File: src/rtl/led_ctrl.sv
// led_ctrl: memory-mapped LED bank with data, blink mask, blink divider and
// optional PWM brightness (enabled by defining LED_PWM_EN).
module led_ctrl #(
   parameter int          LED_W     = 16,
   parameter logic [31:0] BASE_ADDR = 32'hFFFF_F060,
   parameter int          CNT_W     = 24,
   parameter int          PWM_W     = 4
) (
   input  logic             clk,
   input  logic             rst,
   input  logic [31:0]      addr,
   input  logic             we,
   input  logic [31:0]      wdata,
   output logic [31:0]      rdata,
   output logic [LED_W-1:0] led
);
   logic             sel, wr, phase, pwm_on, unused;
   logic [1:0]       idx;
   logic [LED_W-1:0] data, mask, vis;
   logic [CNT_W-1:0] div, bcnt;
   logic [PWM_W-1:0] duty_rd;

   assign sel    = addr[31:4] == BASE_ADDR[31:4];
   assign idx    = addr[3:2];
   assign wr     = we && sel;
   assign unused = &{1'b0, addr[1:0], wdata};

   // register bank: indexed write, truncated to each register's width
   always_ff @(posedge clk or negedge rst)
      if (!rst) begin
         data <= '0;
         mask <= '0;
         div  <= '0;
      end else if (wr) begin
         if (idx == 2'd0) data <= wdata[LED_W-1:0];
         if (idx == 2'd1) mask <= wdata[LED_W-1:0];
         if (idx == 2'd2) div  <= wdata[CNT_W-1:0];
      end

   // blink engine: a DIV write restarts the period in the lit phase
   always_ff @(posedge clk or negedge rst)
      if (!rst) begin
         bcnt  <= '0;
         phase <= 1'b1;
      end else if ((wr && idx == 2'd2) || div == '0) begin
         bcnt  <= '0;
         phase <= 1'b1;
      end else if (bcnt == div - CNT_W'(1)) begin
         bcnt  <= '0;
         phase <= ~phase;
      end else
         bcnt  <= bcnt + CNT_W'(1);

`ifdef LED_PWM_EN
   logic [PWM_W-1:0] duty, pcnt;

   // brightness register and free-running PWM counter
   always_ff @(posedge clk or negedge rst)
      if (!rst) begin
         duty <= '1;
         pcnt <= '0;
      end else begin
         pcnt <= pcnt + PWM_W'(1);
         if (wr && idx == 2'd3) duty <= wdata[PWM_W-1:0];
      end

   assign pwm_on  = (&duty) | (pcnt < duty);
   assign duty_rd = duty;
`else
   assign pwm_on  = 1'b1;
   assign duty_rd = '0;
`endif

   // readback mux, zero outside our window
   always_comb
      rdata = !sel        ? 32'd0 :
              idx == 2'd0 ? 32'(data) :
              idx == 2'd1 ? 32'(mask) :
              idx == 2'd2 ? 32'(div) : 32'(duty_rd);

   assign vis = data & ~(mask & {LED_W{~phase}}) & {LED_W{pwm_on}};

   // registered LED drive
   always_ff @(posedge clk or negedge rst)
      if (!rst) led <= '0;
      else      led <= vis;
endmodule

File: config.mk
export PLATFORM = sky130hd
export DESIGN_NAME = led_ctrl
export DESIGN_NICKNAME = d
export VERILOG_FILES = /design/src/rtl/led_ctrl.sv
export SDC_FILE = /design/constraint.sdc
export NUM_CORES = 1
export LEC_CHECK = 0
export BUFFER_PORTS_ARGS = -buffer_cell sky130_fd_sc_hd__buf_2
export CAP_MARGIN = 20
export CORE_AREA = 2 2 126 91
export DETAILED_ROUTE_END_ITERATION = 10
export DIE_AREA = 0 0 128 93
export PLACE_DENSITY = 0.75
export SLEW_MARGIN = 20
export SYNTH_ARGS = -nofsm -noshare
export SYNTH_HDL_FRONTEND = slang
export SYNTH_SLANG_ARGS = --single-unit
File: constraint.sdc
create_clock -name clk -period 3.3 [get_ports clk]
set_input_delay 0.66 -clock clk [delete_from_list [all_inputs] [get_ports clk]]
set_output_delay 0.66 -clock clk [all_outputs]
set_load 0.02 [all_outputs]
## After elaboration in Yosys (flattened, before gate mapping)

Index checks and enable logic that the tools add are counted.

- Bits in registers: 97
- Latch bits: 0
- RAM bits: 0
- Memory bits (read-only): 0
- Input bits: 67
- Output and inout port bits: 48
- Memories kept: 0

- Add/sub/neg operators: 2
- Multiply operators: 0
- Divide/modulo/power cells: 0
- Magnitude comparators: 0
- Equal/unequal tests: 4
- Shift operators: 0
- Mux-type cells: 8
- Bitwise operators: 4
- Reduce and logical (&&, ||, !) cells: 9

Operators by type and width:

| operator | count |
|---|---|
| $mux W24 | 6 |
| $and A16 B16 Y16 | 2 |
| $eq A28 B28 Y1 const B | 1 |
| $add A24 B1 Y24 const B | 1 |
| $eq A24 B24 Y1 | 1 |
| $logic_not A24 Y1 | 1 |
| $sub A24 B1 Y24 const B | 1 |
| $not A16 Y16 | 1 |
| $reduce_and A2 Y1 | 3 |
| $eq A2 B1 Y1 const B | 1 |
| $eq A2 B2 Y1 const B | 1 |
| $logic_and A1 B1 Y1 | 2 |
| $logic_not A2 Y1 | 1 |
| $mux W1 | 2 |
| $reduce_bool A2 Y1 | 1 |
| $logic_or A1 B1 Y1 | 1 |
| $not A1 Y1 | 1 |

## Depth between registers and ports, before layout

- Depth after elaboration: 5
- Gate-level depth with buffers: 12
- Mapped depth without buffers: 10

## Least setup slack after synthesis

No wires, ideal clock.

- Path type: input -> output
- Start point: input addr[7]
- End point: output rdata[19]
- Arrival: 2700 ps
- Path slack: -60 ps
- Stages: 5
- Path buffers: 1
- Cell sequence: or4b_1 or4_4 nor4_4 clkbuf_1 and3_1

- Cells in the longest elaborated chain, start to end: 2

Ends and longest elaborated chain:

| element | RTL line | source |
|---|---|---|
| start, declared | 11 | `input logic [31:0] addr,` |
| $eq A28 B28 Y1 | 23 | `assign sel = addr[31:4] == BASE_ADDR[31:4];` |
| $mux W24 | 76 | `rdata = !sel ? 32'd0 :` |
| end, declared | 14 | `output logic [31:0] rdata,` |

Every way passes these cells.

## Worst setup path after layout

- Start point: input addr[7]
- End point: output rdata[16]

The elaborated chain is that of the path after synthesis.

==> results summary <==
The remaining max-slew budget at the tightest pin is 43.20%. The final setup violation count came out at 0. The core region area is 0.01073 mm^2. The proportion of register bits with asynchronous set or reset after synthesis came out at 100.0%.

STA classifies the critical path endpoint as an output port. The post-cts hold buffer count came out at 0. The number of placement rows came out at 32. The worst-case vdd ir drop came out at 223.0 uV. By startpoint and endpoint, the worst setup path is classified as input pin to output port. The number of diodes is 0.

The global-route usage over all layers came out at 21.08%. The main flop type after synthesis is sky130_fd_sc_hd__dfrtp_1. The length in cells of the worst reg-to-reg path is 11. The clock network latency to the later pin of the worst-skew pair came out at 340 ps. The distinct cell type count of the synthesized netlist came out at 58. For this run, the share of the core covered by cells in the final layout is 58.03%. The count of pins over their slew limit is 0.

The leading area contributor after synthesis is sky130_fd_sc_hd__dfrtp_1. In this run the worst path has a maximum fanout of 26. The internal power came out at 1.815 mW. The count of cells resized by post-cts repair is 0. On the final layout, the worst clock skew is 7.965 ps. The share of the synthesized area in compound gates (AO/OA/AOI/OAI) came out at 7.241%. The power spent charging and discharging nets is 0.5243 mW. At the end of routability-driven placement, the weighted congestion stood at 0.8638. The slew of the pin with the lowest slew margin came out at 830.6 ps. The number of nets in the finished design came out at 648.

After detailed routing, the total wire length is 12280 um. Summing every instance area after synthesis gives 0.005270 mm^2. The number of top-level pins is 115. The count of unresolved DRC violations after routing is 0.

Counting every instance in the synthesized netlist gives 485. The tree is rooted in a sky130_fd_sc_hd__clkbuf_16. Setup repair after global routing left no endpoint under its margin. The final cycle utilization of the critical path is 98.47%. For the worst setup path, the data arrival time is 2590 ps. The cell with the most instances after synthesis is sky130_fd_sc_hd__dfrtp_1.

The number of enable-type register cells in the synthesized netlist came out at 0. The simple logic cell fraction of the synthesized area came out at 17.71%. The port buffer count is 96. STA puts the critical path data required time at 2640 ps.

Counting flops and latches in the post-synthesis netlist gives 97. The H-tree depth reported by CTS came out at 3. The buffers inserted during post-CTS setup optimization is 0. The maximum number of pins on one net before global-route repair came out at 98. The flow ran to the end, and the final reports show no timing, DRC or antenna violations. For this run, the detailed router's first-pass iteration total came to 4. The clock network burns 44.9% of the power. The maximum operating frequency came out at 307.7 MHz. The sequential element share of the synthesized area came out at 46.08%. The endpoint identified for the worst register-to-register timing path is bcnt[12]. The total CTS buffers came out at 9. The share of synthesized area in the top cell type comes to 45.58%. The share of cell area taken by muxes after synthesis came out at 15.00%. The synthesis-to-finish area growth is 18.16%. The die span in x came out at 128 um.

CTS saw 97 sinks. The number of antenna violations at the first check in global routing came out at 0. The shortest clock period the worst path allows after layout came out at 3249 ps. The number of global-route vias before repair was 3885.

The min-delay analysis places its worst path in the category input pin to async pin. The number of fillers in the final layout is 912. The violation count after the first detailed-routing iteration came out at 348. The worst setup slack for register-to-register paths came out at 230 ps. The number of vias in the routed layout is 4004.

The static power due to leakage came out at 3.125 nW. The adder and majority cell fraction of the synthesized area is 0.6648%. The total negative setup slack came out at 0 ps. The die is 93 um tall.

Global routing finished with a remaining overflow of 0. The area of the multi-input gates is 0.002661 mm^2. The per-cell via count in the routed design is 5.561.

The startpoint identified for the worst register-to-register timing path is div[1]. Sequential cells burn 50.8% of the power. The starting density of the core is 49.11%. Max-cap violations in this run came to 0. The wire length of the first global-routing pass came out at 19620 um. The final-report hold violation count came out at 0. After detailed routing, the average wire length per cell comes to 17.05 um. The clock-pin slew on the worst setup and hold paths came out at 70 ps. STA classifies the critical path startpoint as an input pin. The post-synthesis average cell area came out at 10.87 um^2.

Once detail routing completed, the nets flagged for antenna violations numbered 0. The die covers 0.01190 mm^2. TritonCTS built the clock tree.

The proportion of layout cells with a drive suffix above 1 came out at 33.39%. The deepest clock path buffer count is 2. The sequential cells in the finished layout cover a total of 0.002429 mm^2. The number of warning messages in the yosys log is 0. After synthesis, the cell types taking the most area are sky130_fd_sc_hd__dfrtp_1, sky130_fd_sc_hd__mux2_2, sky130_fd_sc_hd__xnor2_1. The switching part of the total power came out at 22.41%. The fraction of synthesized cell area in xor and xnor cells is 9.307%.

Power spread over the standard cell area amounts to 375.7 mW/mm^2. By count the netlist is led by sky130_fd_sc_hd__dfrtp_1, sky130_fd_sc_hd__mux2_2, sky130_fd_sc_hd__nor2_1, sky130_fd_sc_hd__xnor2_1, sky130_fd_sc_hd__nand2_1. The combinational family with the most area after synthesis is simple AND/OR/NAND/NOR gates. The placed wire-length estimate came out at 8886 um. The logic gate share of total power came out at 4.3%.
-- metrics by stage --
| step | hold slack [ps] | worst slack [ps] | std cells | total power, mW | cell area (um^2) |
|---|---|---|---|---|---|
| 2_1_floorplan | 364.4 | 77.31 | 492 | 1.247 | 5296 |
| 3_3_place_gp | 467.7 | 50.89 | 704 | 1.312 | 5929 |
| 3_5_place_dp | 470.8 | 32.45 | 704 | 1.314 | 5929 |
| 4_1_cts | 400.4 | 28.75 | 720 | 2.357 | 6227 |
| 5_1_grt | 413.4 | 0.8811 | 720 | 2.411 | 6227 |
| 6_report | 369.6 | 50.52 | 720 | 2.339 | 6227 |
-- worst max-delay path by stage --
stage | start | to | slack, ps
6_report | addr[7] | rdata[16] | 50
5_1_grt | addr[7] | rdata[16] | 0.9
4_1_cts | addr[7] | rdata[16] | 30
3_5_place_dp | addr[7] | rdata[16] | 30
3_3_place_gp | addr[7] | rdata[16] | 50
2_1_floorplan | addr[7] | rdata[19] | 80
-- power groups by stage --
stage	sequential (mW)	combinational (mW)	clock, mW
after global placement	1.21	0.101	0
after CTS	1.19	0.103	1.07
after global routing	1.19	0.112	1.11
after floorplan	1.21	0.0354	0
after detailed placement	1.21	0.103	0
final	1.19	0.101	1.05
-- metal layers --
layer	GRT usage [%]	share of wire [%]	vias to the layer above
met4	5.678	1.2	0
li1	-	-	1883
met3	3.776	5.9	14
met1	29.54	48	1969
met5	0	0	-
met2	34.09	45	138
-- logic make-up after synthesis --
logic type / Yosys count
DFF: 97
xor gates and xnor gates: 56
buffers and inverters: 40
adders and majority gates: 3
other: 1
AOI/OAI and AO/OA: 56
muxes: 72
and+or+nand+nor: 160
-- cell type report --
| class | count | area share (%) |
|---|---|---|
| Clock inverter | 6 | 1.105 |
| Clock buffer | 10 | 3.677 |
| Inverter | 7 | 0.4219 |
| Sequential cell | 97 | 39.00 |
| Multi-Input combinational cell | 355 | 42.74 |
| Timing Repair Buffer | 109 | 10.33 |
| Tap cell | 136 | 2.733 |
-- registers in the layout, indices dropped and copies added (netlist names) --
name	count
led	16
bcnt	24
mask	16
div	24
data	16
phase	1
-- worst max-delay path, stage by stage --
cell and delay [ps]:
sky130_fd_sc_hd__buf_2 90, sky130_fd_sc_hd__or4b_1 510, sky130_fd_sc_hd__or4_4 560, sky130_fd_sc_hd__nor4_4 190, sky130_fd_sc_hd__buf_12 210, sky130_fd_sc_hd__and3_2 210
sky130_fd_sc_hd__buf_2 160
-- layout by cell type (no fill, tap or decap), types with 3 or more instances in the layout --
cell type,synthesis,routed
sky130_fd_sc_hd__mux2i_1,16,16
sky130_fd_sc_hd__nor3_1,9,9
sky130_fd_sc_hd__clkbuf_16,0,9
sky130_fd_sc_hd__dfrtp_1,96,96
sky130_fd_sc_hd__nor2_1,32,32
sky130_fd_sc_hd__nor3b_1,3,3
sky130_fd_sc_hd__and3_1,13,13
sky130_fd_sc_hd__and2_1,17,17
sky130_fd_sc_hd__inv_1,7,7
sky130_fd_sc_hd__xor2_1,25,25
sky130_fd_sc_hd__mux2_2,56,56
sky130_fd_sc_hd__clkinv_4,0,3
sky130_fd_sc_hd__nand3_1,12,12
sky130_fd_sc_hd__nand4_1,9,9
sky130_fd_sc_hd__nand3b_1,5,5
sky130_fd_sc_hd__buf_4,10,9
sky130_fd_sc_hd__buf_12,0,5
sky130_fd_sc_hd__buf_2,3,95
sky130_fd_sc_hd__nand4b_1,5,5
sky130_fd_sc_hd__xnor2_1,31,31
sky130_fd_sc_hd__conb_1,1,8
sky130_fd_sc_hd__nor2b_1,3,3
sky130_fd_sc_hd__and3_2,4,4
sky130_fd_sc_hd__a21oi_1,4,4
sky130_fd_sc_hd__nor4_1,4,4
sky130_fd_sc_hd__a21boi_0,17,17
sky130_fd_sc_hd__o21ai_0,19,19
sky130_fd_sc_hd__nand2_1,27,27
(Power assumes the default switching activity.)
